===== config.mk =====
export PLATFORM = sky130hd
export DESIGN_NAME = cls_add_seq
export DESIGN_NICKNAME = d
export VERILOG_FILES = /design/src/rtl/cls_add_seq.sv
export SDC_FILE = /design/constraint.sdc
export NUM_CORES = 1
export LEC_CHECK = 0
export ABC_CLOCK_PERIOD_IN_PS = 5650
export BUFFER_PORTS_ARGS = -buffer_cell sky130_fd_sc_hd__buf_2
export CAP_MARGIN = 0
export CORE_MARGIN = 8
export CORE_UTILIZATION = 45
export DETAILED_ROUTE_END_ITERATION = 12
export PLACE_DENSITY = 0.65
export SLEW_MARGIN = 20
export SYNTH_ARGS = -nofsm -noshare
export SYNTH_HDL_FRONTEND = slang
export SYNTH_SLANG_ARGS = --single-unit

===== constraint.sdc =====
create_clock -name clk -period 5.65 [get_ports clk]
set_clock_uncertainty 0.05 [all_clocks]
set_input_delay 0.2825 -clock clk [delete_from_list [all_inputs] [get_ports clk]]
set_output_delay 0.2825 -clock clk [all_outputs]
set_load 0.01 [all_outputs]

===== src/rtl/cls_add_seq.sv =====
// Multi-word adder/subtractor that pushes one 16-bit slice per cycle through
// a single reused carry-select adder, with valid/ready handshakes on both sides.

module cls_16bit (
    input  logic [15:0] a_i,
    input  logic [15:0] b_i,
    input  logic        cin_i,
    output logic [15:0] sum_o,
    output logic        cout_o
);

    // Four 4-bit blocks: each computes both carry-in cases and the incoming carry picks one
    always_comb begin
        logic       c;
        logic [4:0] s0;
        logic [4:0] s1;
        c     = cin_i;
        s0    = '0;
        s1    = '0;
        sum_o = '0;
        for (int k = 0; k < 4; k++) begin
            s0 = {1'b0, a_i[k*4 +: 4]} + {1'b0, b_i[k*4 +: 4]};
            s1 = s0 + 5'd1;
            sum_o[k*4 +: 4] = c ? s1[3:0] : s0[3:0];
            c = c ? s1[4] : s0[4];
        end
        cout_o = c;
    end

endmodule

module cls_add_seq #(
    parameter int WORDS = 4
) (
    input  logic                  clk,
    input  logic                  rst_n,
    input  logic                  in_valid,
    output logic                  in_ready,
    input  logic                  op_sub,
    input  logic [16*WORDS-1:0]   a,
    input  logic [16*WORDS-1:0]   b,
    output logic                  out_valid,
    input  logic                  out_ready,
    output logic [16*WORDS-1:0]   result,
    output logic                  carry_out,
    output logic                  overflow
);

    localparam int W  = 16 * WORDS;
    localparam int IW = (WORDS > 1) ? $clog2(WORDS) : 1;

    typedef enum logic [1:0] {IDLE, RUN, DONE} state_t;

    state_t          state_q, state_d;
    logic [W-1:0]    a_q, a_d;
    logic [W-1:0]    b_q, b_d;
    logic [W-1:0]    result_q, result_d;
    logic            carry_q, carry_d;
    logic [IW-1:0]   idx_q, idx_d;

    logic [15:0]     sliceA;
    logic [15:0]     sliceB;
    logic [15:0]     sliceSum;
    logic            sliceCout;

    // b_q already holds the inverted operand for subtraction
    assign sliceA = a_q[{idx_q, 4'b0000} +: 16];
    assign sliceB = b_q[{idx_q, 4'b0000} +: 16];

    cls_16bit u_adder (
        .a_i    (sliceA),
        .b_i    (sliceB),
        .cin_i  (carry_q),
        .sum_o  (sliceSum),
        .cout_o (sliceCout)
    );

    always_ff @(posedge clk or negedge rst_n) begin
        if (!rst_n) begin
            state_q  <= IDLE;
            a_q      <= '0;
            b_q      <= '0;
            result_q <= '0;
            carry_q  <= 1'b0;
            idx_q    <= '0;
        end else begin
            state_q  <= state_d;
            a_q      <= a_d;
            b_q      <= b_d;
            result_q <= result_d;
            carry_q  <= carry_d;
            idx_q    <= idx_d;
        end
    end

    always_comb begin
        state_d   = state_q;
        a_d       = a_q;
        b_d       = b_q;
        result_d  = result_q;
        carry_d   = carry_q;
        idx_d     = idx_q;
        in_ready  = 1'b0;
        out_valid = 1'b0;
        case (state_q)
            IDLE: begin
                in_ready = 1'b1;
                if (in_valid) begin
                    a_d     = a;
                    b_d     = b ^ {W{op_sub}};
                    carry_d = op_sub;
                    idx_d   = '0;
                    state_d = RUN;
                end
            end
            RUN: begin
                result_d[{idx_q, 4'b0000} +: 16] = sliceSum;
                carry_d = sliceCout;
                idx_d   = idx_q + IW'(1);
                if (idx_q == IW'(WORDS - 1)) begin
                    state_d = DONE;
                end
            end
            DONE: begin
                out_valid = 1'b1;
                if (out_ready) begin
                    state_d = IDLE;
                end
            end
            default: state_d = IDLE;
        endcase
    end

    // Operand registers are only rewritten at accept, so these stay stable in DONE
    assign result    = result_q;
    assign carry_out = carry_q;
    assign overflow  = (a_q[W-1] == b_q[W-1]) && (result_q[W-1] != a_q[W-1]);

endmodule


* After elaboration in Yosys (flattened, before gate mapping)
Cells that the tools add are included.
Operators by class: bitwise operators 1, shift-type cells 4, reduce and logical (&&, ||, !) cells 6, mux-type cells 19, div/mod/pow operators 0, magnitude comparators 0, multipliers 0, equal/unequal tests 8, add/sub/neg operators 10
Operators with widths (count):
- 64-bit by 7-bit variable part select with 16-bit output | 2
- 64-bit bitwise mux | 1
- 16-bit by 8-bit variable shift with 64-bit output, first input constant | 1
- 16-bit by 8-bit variable part select with 64-bit output | 1
- 64-bit XOR | 1
- 4-bit by 4-bit adder with 5-bit output | 4
- 5-bit by 1-bit adder with 5-bit output, second input constant | 4
- 4-bit two-way mux | 4
- 2-bit two-way mux | 4
- 6-bit negator with 8-bit output | 1
- 1-bit two-way mux | 7
- 2-bit inequality test, second input constant | 3
- 2-bit one-hot mux with 3 select lines | 1
- 2-bit equality test, second input constant | 2
- 2-bit one-hot mux with 2 select lines | 1
- 2-bit AND reduction | 2
- 3-bit AND reduction | 1
- 2-bit by 1-bit adder with 2-bit output, second input constant | 1
- 2-bit by 1-bit equality test with 1-bit output, second input constant | 1
- 2-bit zero test | 1
- 1-bit one-hot mux with 2 select lines | 1
- 2-bit nonzero test | 1
- 1-bit equality test | 1
- 1-bit logical AND | 1
- 1-bit inequality test | 1
Word-level totals: output and inout port bits 68, memory bits (read-only) 0, bits in registers 197, latch bits 0, memory bits (writable) 0, memories 0, input bits 133, logic and storage cells 54

* Depth between registers and ports, before layout
word-level depth 9, mapped depth 15, mapped depth without buffers 12

* Modules after synthesis
A second synthesis with hierarchy kept.
Unflattened totals: cell total of the unflattened synthesis 825, area total of the unflattened synthesis 10448.8 um2
By module, submodules not included:
- cls_add_seq | instances 1, area each 9424.0 um2, cells each 711, sequential area each 4929.7 um2
- cls_16bit | instances 1, area each 1024.7 um2, cells each 114, sequential area each 0.0 um2

* Worst setup path after synthesis
Ideal clock, no wire load.
kind register to register, from register idx_q[0], to register result_q[13] (netlist: result[13]), clock period less this slack 4.542 ns, path buffers 3, arrival time 4.360 ns, setup time 0.132 ns, required time 5.468 ns, stages on the path, launching flop included 16, slack 1.108 ns, path through dfrtp_1 clkbuf_1 buf_1 mux4_2 ha_1 fa_1 ha_1 nand2_1 nor2_1 a311o_1 a21oi_1 or2b_2 a22oi_2 buf_6 mux2i_1 o21ai_0
On the way: longest elaborated chain between the ends 9, elaborated cells on any way between the ends 21, classes of those cells 9 x add/sub; 4 x shift; 8 x mux
Ends and longest elaborated chain:
- from (decl) | RTL line 59 | logic [IW-1:0] idx_q, idx_d;
- from (signal assigned) | RTL line 92 | idx_q <= idx_d;
- 64-bit by 7-bit variable part select with 16-bit output, on equally long branches | RTL line 67, 68
- 4-bit by 4-bit adder with 5-bit output | RTL line 22 | s0 = {1'b0, a_i[k*4 +: 4]} + {1'b0, b_i[k*4 +: 4]};
- 5-bit by 1-bit adder with 5-bit output | RTL line 23 | s1 = s0 + 5'd1;
- 1-bit two-way mux (3 in a row) | RTL line 25 | c = c ? s1[4] : s0[4];
- 4-bit two-way mux | RTL line 24 | sum_o[k*4 +: 4] = c ? s1[3:0] : s0[3:0];
- 16-bit by 8-bit variable part select with 64-bit output | RTL line 117 | result_d[{idx_q, 4'b0000} +: 16] = sliceSum;
- 64-bit bitwise mux * | RTL line 117
- to (signal assigned) | RTL line 90 | result_q <= result_d;
- to (decl) | RTL line 57 | logic [W-1:0] result_q, result_d;
Every way passes the cells marked *; elsewhere a longest branch is shown, timed or not. A chain may end at the register's enable or synchronous reset.

* Final worst setup path
Same ends and word-level chain as after synthesis.

==> summary.txt <==
Route
  • Drt pass-1 iters: 5
  • Vias: 7369
  • Via/cell ratio: 5.086
  • Wirelength per Cell: 17.52 µm
  • Routed Antenna Nets: 0
  • DRC viols: 0
  • 1st-iter DRT viols: 450
  • Final wirelength: 25.39 mm

Timing
  • Fin crit share: 79.53%
  • Setup violations, final: 0
  • Setup TNS: 0 ns
  • RSZ-0062 raised after global routing: no
  • Max Slew Vio Count: 0
  • Max_slew headroom: 34.04%
  • Min cycle time layout: 4.494 ns
  • Least-Margin Pin Slew: 0.9894 ns
  • F_max: 222.5 MHz
  • Final hold vios: 0

Worst setup path
  • Worst path required time: 5.89 ns
  • Most frequent CP cell: ha_1
  • Worst Setup End Kind: flop
  • Max incr delay on CP: 0.81 ns
  • CP Launch Type: flop
  • Crit-path cells: mux4_2 > ha_1 > fa_1 > ha_1 > nand2_1 > nor2_1 > a311o_1 > a21oi_1 > or2b_2 > a22oi_2 > mux2i_1 > o21ai_0
  • Worst path arrival time: 4.74 ns
  • Crit-path max FO: 21
  • Launching point of the worst reg2reg path: idx_q[0]
  • Worst Setup SP: idx_q[0]
  • Reg2Reg Depth: 12
  • CP max stage cell: dfrtp_2
  • Setup CP Type: reg -> reg

Die
  • DIE AREA: 0.02611 mm²
  • Die width: 161.6 µm
  • # rows: 53
  • Initial core utilization: 45.67%
  • Die span in y: 161.6 µm
  • Num ports: 201
  • Placeable core area: 0.02089 mm²

Synthesis
  • Seq/Total Area, Yosys: 51.68%
  • Largest family of logic cells by synthesized area: simple AND/OR/NAND/NOR gates
  • Synth Flop Type: dfrtp_1
  • Simple-Gate Fraction of Synth Area: 16.32%
  • Synth Area per Inst: 10.03 µm²
  • XOR/XNOR Fraction of Synth Area: 7.712%
  • Syn nets: 1113
  • Synth warnings: 0
  • Synth Area in Adders: 4.119%
  • EDFF count, synth: 0
  • Cells after Synth: 951
  • Distinct cells, synth: 41
  • Synthesized cell area: 0.009539 mm²
  • Synth Register Bits: 197
  • Synth Area in Compound Gates: 9.431%
  • Post-synth ARST share: 100.0%
  • Multiplexer share of the synthesized area: 8.185%

Layout
  • Final Non-Filler Cells: 1449
  • Most common cell after layout, fill and taps aside: nand2_1
  • Final instance area: 0.01169 mm²
  • # diodes: 0
  • Syn-to-layout area delta: 22.52%
  • Fin nets: 1323
  • Share of post-route cells with drive strength above 1: 23.85%
  • Most frequent cells in the layout: nand2_1 (323), buf_2 (198), dfrtp_1 (195), o21ai_0 (121), xnor2_1 (74)

Global routing
  • GRT Resource Usage Total: 19.67%
  • Vias in the first global route: 7582
  • Antenna violations before repair: 0
  • First-pass GRT wire length: 40.54 mm
  • Largest net degree at the start of global routing: 113
  • Grt ovf: 0

Place
  • Dpl cells: 1379
  • Area post-placement: 0.01075 mm²
  • DP HPWL: 18.56 mm
  • Port-buffer cells: 200
  • Final Wtd Congestion: 0.8294

Clock network
  • Clock transition at the registers of the reported paths: 0.07 ns
  • Clk root buf: clkbuf_16
  • CTS tree: done
  • Postcts setup bufs: 0
  • CTS Sinks: 197
  • Cts bufs inserted: 17
  • Clk buf depth: 2
  • Worst skew pair latency: 0.44 ns
  • CTS HTree Levels: 4

Outcome
  • Outcome: completed

Run
  • Max Cap Viol: 0

Hold path
  • Hold path start: a[54]
  • Min-Delay Path Depth: 3
  • Hold Path Class: in -> reg

Pwr
  • Pwr Density: 660.2 mW/mm²
  • Net Sw Frac: 45.46%
  • Int Power: 4.208 mW
  • Sequential fraction of design power: 31.3%
  • Clk network pwr share: 15.2%
  • Comb power frac: 53.5%
  • Leak Pwr: 5.782 nW
  • P_sw: 3.508 mW
  • VDD IR max: 417.4 µV
==> timing repair <==
action / in CTS / in global routing
hold buffers: 38 / 0
gates resized for setup: 0 / 0
endpoints found under the hold margin: 97 / 0
==> power groups by stage <==
stage / registers, mW / clock network (mW) / logic [mW]
after floorplan: 2.30 / 0 / 2.97
after global placement: 2.43 / 0 / 4.01
after detailed placement: 2.45 / 0 / 4.09
after CTS: 2.42 / 1.19 / 4.14
after global routing: 2.49 / 1.25 / 4.63
final: 2.41 / 1.17 / 4.13
==> worst paths after layout <==
| path | slack [ns] | to |
|---|---|---|
| max reg2reg | 1.16 | result[13] |
| min reg2reg | 0.42 | a_q[60] |
| max in group asynchronous | 3.88 | b_q[32] |
| min | 0.006 | a_q[54] |
| min in group asynchronous | 0.36 | result[18] |
| max | 1.16 | result[13] |
==> area by class of cell <==
cell class,count,area [µm²]
Clock inverter,13,123.9
Multi-Input combinational cell,691,4375
Timing Repair Buffer,245,1445
Inverter,9,33.78
Tap cell,275,344.1
Sequential cell,197,4932
Fill cell,1901,9201
Clock buffer,19,432.9
==> per-stage QoR <==
step	setup WS [ns]	util, %	hold slack [ns]	total power, mW
3_5_place_dp	1.128	51.46	0.2587	6.537
2_1_floorplan	1.108	-	-0.06309	5.265
6_report	1.156	55.95	0.006171	7.716
4_1_cts	1.114	55.94	0.0004989	7.746
5_1_grt	0.7747	55.95	0.0009434	8.374
3_3_place_gp	1.197	51.46	0.2562	6.448
==> cell families (layout without fill, tap and decap cells) <==
family | count (synthesis) | in the layout
mux | 38 | 38
flops | 197 | 197
buf+inv | 63 | 286
simple gates | 382 | 382
xor+xnor | 84 | 84
compound gates | 158 | 158
fa+ha+maj | 29 | 29
==> Yosys cell counts (all sizes together) (3+ instances only) <==
cell type,instances,area [µm²]
xnor2,74,648.1
a22o,8,70.07
nand2b,4,25.02
mux4,32,720.7
o21ai,122,610.6
buf,8,37.54
a22oi,5,42.54
nand2,325,1227
and2,3,18.77
a21oi,9,45.04
clkbuf,46,172.7
xor2,10,87.58
mux2i,6,60.06
ha,25,312.8
nand3,12,60.06
and3,3,18.77
dfrtp,197,4930
nor2b,4,25.02
inv,9,33.78
fa,4,80.08
nand4,5,31.28
or3,7,48.80
nor2,11,41.29
a21o,7,52.55
==> registers in the layout (all words and copies together) (netlist names) <==
signal     cells
a_q           64
b_q           64
result        64
idx_q          2
state_q        2
carry_out      1
==> critical path: cells and delay by family, from the launching register on <==
kind,cells,cell delay (ns)
compound gates,4,1.00
mux,2,0.95
fa+ha+maj,3,0.93
flops,1,0.81
simple gates,3,0.59
==> layer usage <==
metal	GRT usage [%]	up-vias	share of wire (%)
li1	-	3600	-
met3	4.938	32	6.2
met2	31.34	225	47
met1	25.75	3512	44
met4	6.860	0	2.0
met5	0	-	0
No activity file was read; power rests on OpenSTA's default activity.
